<file path="config.mk">
export PLATFORM = sky130hd
export DESIGN_NAME = mult_seq_n
export DESIGN_NICKNAME = d
export VERILOG_FILES = /design/src/rtl/mult_pkg.sv /design/src/rtl/mult_ctrl.sv /design/src/rtl/mult_seq_n.sv
export SDC_FILE = /design/constraint.sdc
export NUM_CORES = 1
export LEC_CHECK = 0
export BUFFER_PORTS_ARGS = -buffer_cell sky130_fd_sc_hd__buf_2
export CAP_MARGIN = 0
export CORE_UTILIZATION = 58
export CTS_CLUSTER_SIZE = 14
export DETAILED_ROUTE_END_ITERATION = 8
export PLACE_DENSITY = 0.81
export SETUP_SLACK_MARGIN = 0.2
export SKIP_LAST_GASP = 1
export SLEW_MARGIN = 0
export SYNTH_ARGS = -nofsm -noshare
export SYNTH_HDL_FRONTEND = slang
export SYNTH_SLANG_ARGS = --single-unit
export TNS_END_PERCENT = 100
</file>
<file path="constraint.sdc">
create_clock -name clk -period 2.62 [get_ports clk]
set_input_delay 0.262 -clock clk [delete_from_list [all_inputs] [get_ports clk]]
set_output_delay 0.262 -clock clk [all_outputs]
set_load 0.01 [all_outputs]
</file>
<file path="src/rtl/mult_pkg.sv">
// Shared definitions for the sequential shift-add multiplier: FSM state encoding
// and the default operand width.
package mult_pkg;

   localparam int DEFAULT_WIDTH = 8;

   typedef enum logic [1:0] {
      IDLE = 2'd0,
      CALC = 2'd1,
      DONE = 2'd2
   } state_t;

endpackage

</file>
<file path="src/rtl/mult_ctrl.sv">
// Sequencer for mult_seq_n: owns the FSM, the bit counter and the busy/done flags.
// The datapath is steered through accept/step/fin.
//
//   state | meaning
//   ------+-------------------------------------------------------------
//   IDLE  | waiting for start; z holds the last result
//   CALC  | one shift-add step per cycle, counter runs WIDTH down to 0
//   DONE  | result ready in the accumulator; z and done update on exit
module mult_ctrl
   import mult_pkg::*;
#(
   parameter int WIDTH = DEFAULT_WIDTH
) (
   input  logic clk,
   input  logic reset,
   input  logic start,
   output logic busy,
   output logic done,
   output logic accept,
   output logic step,
   output logic fin
);

   localparam int CW = $clog2(WIDTH + 1);

   state_t        state;
   logic [CW-1:0] cnt;

   assign accept = (state == IDLE) && start;
   assign step   = (state == CALC);
   assign fin    = (state == DONE);

   always_ff @(posedge clk) begin
      if (reset) begin
         state <= IDLE;
         cnt   <= '0;
         busy  <= 1'b0;
         done  <= 1'b0;
      end else begin
         done <= 1'b0;
         case (state)
            IDLE: begin
               if (start) begin
                  state <= CALC;
                  cnt   <= CW'(WIDTH);
                  busy  <= 1'b1;
               end
            end
            CALC: begin
               cnt <= cnt - 1'b1;
               // the step that takes the counter to zero is the last one
               if (cnt == CW'(1)) state <= DONE;
            end
            DONE: begin
               state <= IDLE;
               busy  <= 1'b0;
               done  <= 1'b1;
            end
            default: begin
               state <= IDLE;
               busy  <= 1'b0;
            end
         endcase
      end
   end

endmodule

</file>
<file path="src/rtl/mult_seq_n.sv">
// Sequential shift-add multiplier, one multiplier bit per cycle.
// Define MULT_SIGNED_EN to add the signed_mode port (two's-complement operands).
module mult_seq_n
   import mult_pkg::*;
#(
   parameter int WIDTH = DEFAULT_WIDTH
) (
   input  logic               clk,
   input  logic               reset,
`ifdef MULT_SIGNED_EN
   input  logic               signed_mode,
`endif
   input  logic               start,
   input  logic [WIDTH-1:0]   a,
   input  logic [WIDTH-1:0]   b,
   output logic               busy,
   output logic               done,
   output logic [2*WIDTH-1:0] z
);

   logic               accept;
   logic               step;
   logic               fin;
   logic [2*WIDTH-1:0] mcand;
   logic [2*WIDTH-1:0] acc;
   logic [WIDTH-1:0]   mplier;
   logic               neg;
   logic [WIDTH-1:0]   mag_a;
   logic [WIDTH-1:0]   mag_b;
   logic               neg_in;

   mult_ctrl #(.WIDTH(WIDTH)) u_ctrl (
      .clk    (clk),
      .reset  (reset),
      .start  (start),
      .busy   (busy),
      .done   (done),
      .accept (accept),
      .step   (step),
      .fin    (fin)
   );

   // Magnitudes are unsigned WIDTH-bit values, so -2^(WIDTH-1) maps to 2^(WIDTH-1) exactly.
   always_comb begin
      mag_a  = a;
      mag_b  = b;
      neg_in = 1'b0;
`ifdef MULT_SIGNED_EN
      if (signed_mode) begin
         if (a[WIDTH-1]) mag_a = -a;
         if (b[WIDTH-1]) mag_b = -b;
         neg_in = a[WIDTH-1] ^ b[WIDTH-1];
      end
`endif
   end

   always_ff @(posedge clk) begin
      if (reset) begin
         mcand  <= '0;
         acc    <= '0;
         mplier <= '0;
         neg    <= 1'b0;
         z      <= '0;
      end else if (accept) begin
         mcand  <= {{WIDTH{1'b0}}, mag_a};
         mplier <= mag_b;
         acc    <= '0;
         neg    <= neg_in;
      end else if (step) begin
         if (mplier[0]) acc <= acc + mcand;
         mcand  <= mcand << 1;
         mplier <= mplier >> 1;
      end else if (fin) begin
         z <= neg ? -acc : acc;
      end
   end

endmodule

</file>
== Yosys cells after proc, flatten, opt, wreduce, memory -nomap -nowiden ==
Cells that the tools add are included.
Storage, ports and cells
  flip-flop bits (word level): 64
Operators by class
  add/subtract/negate cells: 2
  equality and inequality tests: 5
  multiplexer cells: 12
  bitwise logic cells: 2
  reductions and logical operators: 10
Operators by type and width (number)
  2-to-1 mux 8 bit: 4
  adder 16 bit: 1
  one-hot mux 4 bit (2 select lines): 1
  AND reduction 2 bit: 4
  equality test 4 x 1 -> 1 bit, second input constant: 1
  2-to-1 mux 2 bit: 2
  2-to-1 mux 4 bit: 1
  one-hot mux 2 bit (2 select lines): 1
  nonzero test 2 bit: 2
  subtractor 4 x 1 -> 4 bit, second input constant: 1
  AND reduction 3 bit: 1
  equality test 2 x 1 -> 1 bit, second input constant: 1
  equality test 2 bit, second input constant: 1
  logical NOT 2 bit: 1
  2-to-1 mux 1 bit: 2
  != test 2 x 1 -> 1 bit, second input constant: 1
  != test 2 bit, second input constant: 1
  NOT 1 bit: 2
  one-hot mux 1 bit (2 select lines): 1
  OR reduction 2 bit: 1
  logical AND 1 bit: 1

== Longest topological paths before layout ==
Gate-level depths: netlist of run 1.
  depth after elaboration: 4
  mapped depth: 8
  mapped depth without buffers: 8

== Modules after synthesis ==
A second synthesis of run 1 with hierarchy kept.
Second synthesis, totals
  cells, all modules: 380
  area total of the unflattened synthesis: 3160.5 µm²
Modules (own cells, without submodules)
  mult_seq_n: times used 1, cells each 341, area an instance 2788.9 µm²
  mult_ctrl: times used 1, cells each 39, area an instance 371.6 µm²

== Least setup slack after synthesis of run 1 ==
Ideal clock, no wire load.
  kind: register -> register
  from: register mcand[0]
  to: register acc[12]
  setup time: 117 ps
  arrival: 2111 ps
  required time: 2503 ps
  slack: 392 ps
  stages on the path, launching flop included: 9
  path buffers: 0
  clock period less this slack: 2228 ps
  path through: dfxtp_1 ha_1 fa_1 a21o_2 a311oi_2 o21bai_2 a311oi_2 mux2i_1 nand2_1
Between the ends
  word-level cells in the longest chain between the ends: 1
RTL lines
  start, declared: line mult_seq_n.sv:24  | logic [2*WIDTH-1:0] mcand;
  start signal, assigned: line mult_seq_n.sv:65  | mcand <= {{WIDTH{1'b0}}, mag_a};
  start signal, assigned: line mult_seq_n.sv:71  | mcand <= mcand << 1;
  adder 16 bit: line mult_seq_n.sv:70  | if (mplier[0]) acc <= acc + mcand;
  end signal, assigned: line mult_seq_n.sv:70
  end, declared: line mult_seq_n.sv:25  | logic [2*WIDTH-1:0] acc;
Every way passes these cells.
A chain may end at the register's enable or synchronous reset.

== Final worst setup path of run 1 ==
Same ends and word-level chain as after synthesis.

==> results of run 1 <==
[kinds of logic (layout without fill, tap and decap cells)]
group	after synthesis	after routing	synth area share, %
AND/OR/NAND/NOR	150	150	21.42
AO/OA/AOI/OAI	112	112	22.56
flip-flops	64	64	41.63
buffers and inverters	30	64	3.862
adder cells (fa/ha/maj)	18	18	7.561
XOR/XNOR	7	7	1.992
multiplexers	3	3	0.9756
[stage by stage]
step	hold slack [ns]	cells	util, %
after floorplan	0.3980	384	-
after global placement	0.4404	472	64.60
after detailed placement	0.4432	472	64.60
after CTS	0.1490	488	69.57
after global routing	0.1577	488	69.62
final	0.1543	488	69.62
[registers in the layout (all words and copies together) (netlist names)]
register      flops
u_ctrl.cnt        4
z                16
u_ctrl.state      2
u_ctrl.busy       1
acc              16
mcand            16
mplier            8
u_ctrl.done       1
[worst paths after layout]
path,slack [ns],endpoint,from
min,0.15,mplier[7]$_SDFFE_PP0P_,b[7]
max reg2reg,0.34,acc[12]$_SDFFE_PP0P_,mcand[0]$_SDFFE_PP0P_
max,0.34,acc[12]$_SDFFE_PP0P_,mcand[0]$_SDFFE_PP0P_
min reg2reg,0.45,z[13]$_SDFFE_PP0P_,z[13]$_SDFFE_PP0P_
[routing by layer]
layer	vias up	share of wire [%]	routed length [um]	track usage (%)
met1	1332	44	3055	31.47
met5	-	0	0	0
met2	72	50	3506	46.75
li1	1410	-	-	-
met4	0	2.6	179	15.09
met3	17	3.4	235	4.819
[worst reg2reg max path, cell delays in order (launching register included)]
cell and delay (ns):
dfxtp_1 0.34, ha_1 0.24, fa_2 0.38, a21o_2 0.25, a311oi_2 0.26, o21bai_2 0.15
a311oi_2 0.30, mux2i_1 0.22, nand2_1 0.06
[area by class of cell]
cell class / instances / area share (%)
inverters: 6 / 0.6334
repair buffers: 42 / 6.334
clock buffers: 11 / 4.258
clock inverters: 5 / 2.885
multi-input cells: 290 / 47.40
flip-flops and latches: 64 / 36.03
well taps: 70 / 2.463
[power by group through the flow]
stage | sequential (mW) | clock [mW] | combinational [mW]
finish | 1.03 | 1.06 | 0.187
detailed placement | 1.05 | 0 | 0.185
global route | 1.03 | 1.12 | 0.209
global placement | 1.05 | 0 | 0.180
floorplan | 1.04 | 0 | 0.135
CTS | 1.03 | 1.07 | 0.186
[synthesized netlist by cell type (2+ instances only)]
library cell,n,area share [%]
dfxtp_1,64,42
clkbuf_1,19,2.3
o211ai_1,2,0.49
ha_1,17,6.9
a211oi_1,2,0.49
inv_1,6,0.73
o21a_1,3,0.73
and2_1,2,0.41
or3_1,3,0.61
and3_1,3,0.61
nor2_1,15,1.8
nor3_1,6,0.98
nand2b_1,2,0.41
buf_2,5,0.81
a21oi_1,64,10
xnor2_1,4,1.1
mux2i_1,3,0.98
a21o_2,2,0.57
o21ai_0,4,0.65
nor2b_1,2,0.41
xor2_1,3,0.85
a21o_1,6,1.5
nand4_1,4,0.81
a311oi_2,2,0.98
nand3_1,15,2.4
a31oi_1,3,0.61
a22oi_1,14,3.4
a31o_2,2,0.57
nand2_1,90,11
[what timing repair did]
action	CTS	global route
endpoints found under the setup margin	0	1
setup buffers	0	0
gates resized for setup	0	1
endpoints found under the hold margin	0	0
==> results.py, run 1 <==
metrics = {
    "run_status": {
        "status": "completed",
    },
    "logic_synthesis": {
        "synthesis.area_mm2": 0.003078,
        "syn_nets": 421,
        "ys_warn_count": 0,
        "synthDistinctLibCells": 46,
        "synth_edf_count": 0,
        "synth_cells": 384,
        "yosysSeqAreaShare_pct": 41.63,
        "avgSynthCellArea_um2": 8.016,
        "synth-seq-cells": 64,
        "async_flop_share_pct": 0,
        "synthFlopType": "dfxtp_1",
    },
    "cells_and_area": {
        "layout.cells.most_common_list": "nand2_1, a21oi_1, dfxtp_1, buf_2, ha_1",
        "layout_commonest_cell": "nand2_1",
        "area_growth_syn_to_layout_pct": 15.53,
        "nFillCells": 425,
        "diodes": 0,
        "multi_input_area_mm2": 0.001685,
        "drive_gt1_share_pct": 16.75,
        "stdcell_area_mm2": 0.003556,
        "fin_nets": 450,
        "seq_area_mm2": 0.001281,
    },
    "grt": {
        "antenna_found_initial": 0,
        "grt_pass1_wl_um": 11270,
        "track_usage_pct": 26.98,
        "grt-ovfl-total": 0,
        "grt_max_degree": 41,
        "grt_pass1_vias": 2481,
    },
    "floorplan": {
        "num_rows": 26,
        "fp.dieArea_mm2": 0.005602,
        "die_h_um": 74.85,
        "initial_core_util_pct": 60.26,
        "die_w_um": 74.85,
        "ios": 37,
        "core_mm2": 0.005107,
    },
    "worst_setup_path": {
        "crit_top_cell": "a311oi_2",
        "arrival_ns": 2.52,
        "path_cells": "ha_1 > fa_2 > a21o_2 > a311oi_2 > o21bai_2 > a311oi_2 > mux2i_1 > nand2_1",
        "worst-path-stages": 8,
        "critPathBufInv": 0,
        "rr_worst_depth": 8,
        "crit_type": "flop to flop",
        "critPathSlowestCell": "fa_2",
        "path_max_fanout": 3,
        "cp-start-kind": "flop",
        "cp.required_ns": 2.86,
        "crit_path_end_kind": "flop",
        "crit_family": "compound AO/OA/AOI/OAI gates",
        "cp_slowest_stage_delay_ns": 0.38,
    },
    "power": {
        "vdd_drop_max_v": 0.0003919,
        "power_mw": 2.279,
        "switching_share_pct": 23.18,
        "p_leak_nw": 1.479,
        "switching_power_uw": 528.1,
        "internal_power_mw": 1.750,
        "pwr-share-seq_pct": 45.1,
        "clkPwrFrac_pct": 46.7,
        "comb_power_share_pct": 8.2,
        "powerDensity_mw_per_mm2": 640.8,
    },
    "place": {
        "pre_cts_slack_ns": 0.2539,
        "place_congestion": 0.9268,
        "dp_hpwl_um": 4836,
        "placed_area_mm2": 0.003299,
        "portBuffers": 36,
    },
    "hold_path": {
        "hold_depth": 3,
        "min_path_type": "input port to flop",
    },
    "timing": {
        "min_period_ns": 2.281,
        "clock_skew_ns": 0.006962,
        "slew_violations": 0,
        "setup_viol": 0,
        "clock.fmax_mhz": 438.4,
        "hold_viol": 0,
        "tightest_slew_ns": 0.9329,
        "tns_ns": 0,
        "rsz0062_at_grt": "false",
        "max-slew-margin-rel_pct": 37.58,
        "period_share_pct": 87.07,
        "setup_ws_ns": 0.3388,
    },
    "clock_network": {
        "root_buffer": "clkbuf_8",
        "cts_tree": "done",
        "cts_htree_levels": 3,
        "clk_path_buf_depth": 2,
        "worst_skew_pair.late_latency_ns": 0.35,
        "postCtsHoldBufs": 0,
        "cts_inserted_buffers": 9,
        "clk_pin_slew_ns": 0.07,
        "clock_sinks": 64,
    },
    "drt": {
        "postRouteWirelength_um": 6977,
        "drcViolationCount": 0,
        "ant_nets": 0,
        "wl_per_cell_um": 14.30,
        "dr.first_iter.drc_count": 195,
        "vias": 2831,
        "viasPerCell": 5.801,
        "firstDrtPassIters": 4,
    },
    "job": {
        "max_cap_viol_count": 0,
    },
}
Note: power is estimated with default switching activity, not from simulation.
==> run 2: changes to the inputs <==
BUFFER_PORTS_ARGS = default   (was -buffer_cell sky130_fd_sc_hd__buf_2)
CORE_UTILIZATION = 60   (was 58)
DONT_BUFFER_PORTS = 1   (was default)
PLACE_DENSITY = 0.77   (was 0.81)
==> results.py, run 2 (synthesized netlist as in run 1, its figures left out) <==
metrics = {
    "worst_setup_path": {
        "cp.required_ns": 2.85,
        "crit_type": "flop to flop",
        "arrival_ns": 2.48,
        "cp-start-kind": "flop",
        "rr_worst_depth": 9,
        "crit_path_end_kind": "flop",
        "regToRegStartpoint": "mcand[0]$_SDFFE_PP0P_",
        "rrSetupSlack_ns": 0.38,
        "path_max_fanout": 3,
        "r2r_end": "acc[10]$_SDFFE_PP0P_",
    },
    "clock_network": {
        "worst_skew_pair.late_latency_ns": 0.34,
        "clock_sinks": 64,
        "clk_path_buf_depth": 2,
        "cts_tree": "done",
        "clk_pin_slew_ns": 0.07,
        "cts_inserted_buffers": 9,
        "root_buffer": "clkbuf_8",
        "cts_htree_levels": 3,
    },
    "timing": {
        "min_period_ns": 2.244,
        "clock_skew_ns": 0.007612,
        "max-slew-margin-rel_pct": 38.71,
        "clock.fmax_mhz": 445.7,
        "whs_ns": 0.05381,
        "slew_violations": 0,
        "period_share_pct": 85.64,
        "tns_ns": 0,
        "setup_viol": 0,
        "hold_viol": 0,
        "rsz0062_at_grt": "false",
        "tightest_slew_ns": 0.9159,
    },
    "hold_path": {
        "hold_depth": 2,
        "min_path_type": "input port to flop",
        "hold_start": "b[7]",
        "min_to": "mplier[7]$_SDFFE_PP0P_",
    },
    "cells_and_area": {
        "diodes": 0,
        "drive_gt1_share_pct": 9.115,
        "layout.cells.most_common_list": "nand2_1, a21oi_1, dfxtp_1, ha_1",
        "stdcell_area_mm2": 0.003428,
        "final_util_pct": 71.17,
        "layout_commonest_cell": "nand2_1",
        "area_growth_syn_to_layout_pct": 11.38,
        "largest_registers": "acc x16, mcand x16, z x16",
        "fin_nets": 416,
    },
    "grt": {
        "track_usage_pct": 26.71,
        "antenna_found_initial": 0,
        "grt_max_degree": 41,
        "grt-ovfl-total": 0,
        "grt_pass1_vias": 2515,
        "grt_pass1_wl_um": 10980,
    },
    "drt": {
        "viasPerCell": 5.876,
        "ant_nets": 0,
        "dr.first_iter.drc_count": 126,
        "wl_per_cell_um": 14.74,
        "firstDrtPassIters": 4,
        "vias": 2650,
        "drcViolationCount": 0,
        "postRouteWirelength_um": 6647,
    },
    "floorplan": {
        "fp.dieArea_mm2": 0.005421,
        "ios": 37,
        "num_rows": 25,
        "die_w_um": 73.63,
        "core_mm2": 0.004817,
        "initial_core_util_pct": 63.90,
        "die_h_um": 73.63,
    },
    "power": {
        "powerDensity_mw_per_mm2": 700.6,
        "vdd_drop_max_v": 0.0004378,
        "p_leak_nw": 1.338,
        "power_mw": 2.402,
    },
    "place": {
        "dp_hpwl_um": 4605,
        "placed_area_mm2": 0.003115,
        "portBuffers": 0,
        "place_congestion": 0.8976,
    },
    "job": {
        "max_cap_viol_count": 0,
    },
    "run_status": {
        "status": "completed",
    },
}
==> run 2: worst max-delay path, cell delays in order (launching register included) <==
cell and delay, ns:
dfxtp_1 0.33, ha_1 0.23, fa_2 0.36, a21o_2 0.24, a311oi_2 0.30, o21bai_2 0.11
buf_4 0.15, a31oi_1 0.20, or4_1 0.14, nand3_1 0.06
==> run 2: how the worst max path moves through the flow <==
stage	from	to	slack, ns	depth (start not counted)
2_1_floorplan	mcand[0]$_SDFFE_PP0P_	acc[12]$_SDFFE_PP0P_	0.39	8
3_3_place_gp	mcand[0]$_SDFFE_PP0P_	acc[12]$_SDFFE_PP0P_	0.29	8
3_5_place_dp	mcand[0]$_SDFFE_PP0P_	acc[12]$_SDFFE_PP0P_	0.25	8
4_1_cts	mcand[0]$_SDFFE_PP0P_	acc[12]$_SDFFE_PP0P_	0.23	8
5_1_grt	mcand[0]$_SDFFE_PP0P_	acc[12]$_SDFFE_PP0P_	0.20	8
6_report	mcand[0]$_SDFFE_PP0P_	acc[10]$_SDFFE_PP0P_	0.38	9
==> run 2: power breakdown <==
part	switching [mW]	internal, mW
registers	0.0261	1.00
clock network	0.378	0.823
logic	0.113	0.0594
==> run 2: repair_timing <==
| action | CTS | global route |
|---|---|---|
| hold endpoints to repair | 40 | 0 |
| endpoints found under the setup margin | 0 | 1 |
| setup buffers | 0 | 1 |
| gates resized for setup | 0 | 1 |
| hold buffers | 1 | 0 |
==> run 2: through the flow <==
stage	setup WS [ns]	cells
5_1_grt	0.2047	451
3_3_place_gp	0.2902	433
3_5_place_dp	0.2510	433
2_1_floorplan	0.3918	384
4_1_cts	0.2350	450
6_report	0.3763	451
==> run 2: final cells by class <==
| cell class | instances | area (um^2) |
|---|---|---|
| clock buffers | 10 | 127.6 |
| clock inverters | 6 | 155.1 |
| fillers | 403 | 1389 |
| inverters | 6 | 22.52 |
| multi-input cells | 290 | 1685 |
| flip-flops and latches | 64 | 1281 |
| well taps | 67 | 83.83 |
| repair buffers | 8 | 72.57 |
==> run 2: routing by layer <==
metal / up-vias / share of wire [%] / GRT usage, %
li1: 1338 / - / -
met1: 1219 / 43 / 31.19
met2: 73 / 48 / 43.22
met3: 20 / 6.0 / 5.898
met4: 0 / 3.1 / 19.02
met5: - / 0 / 0
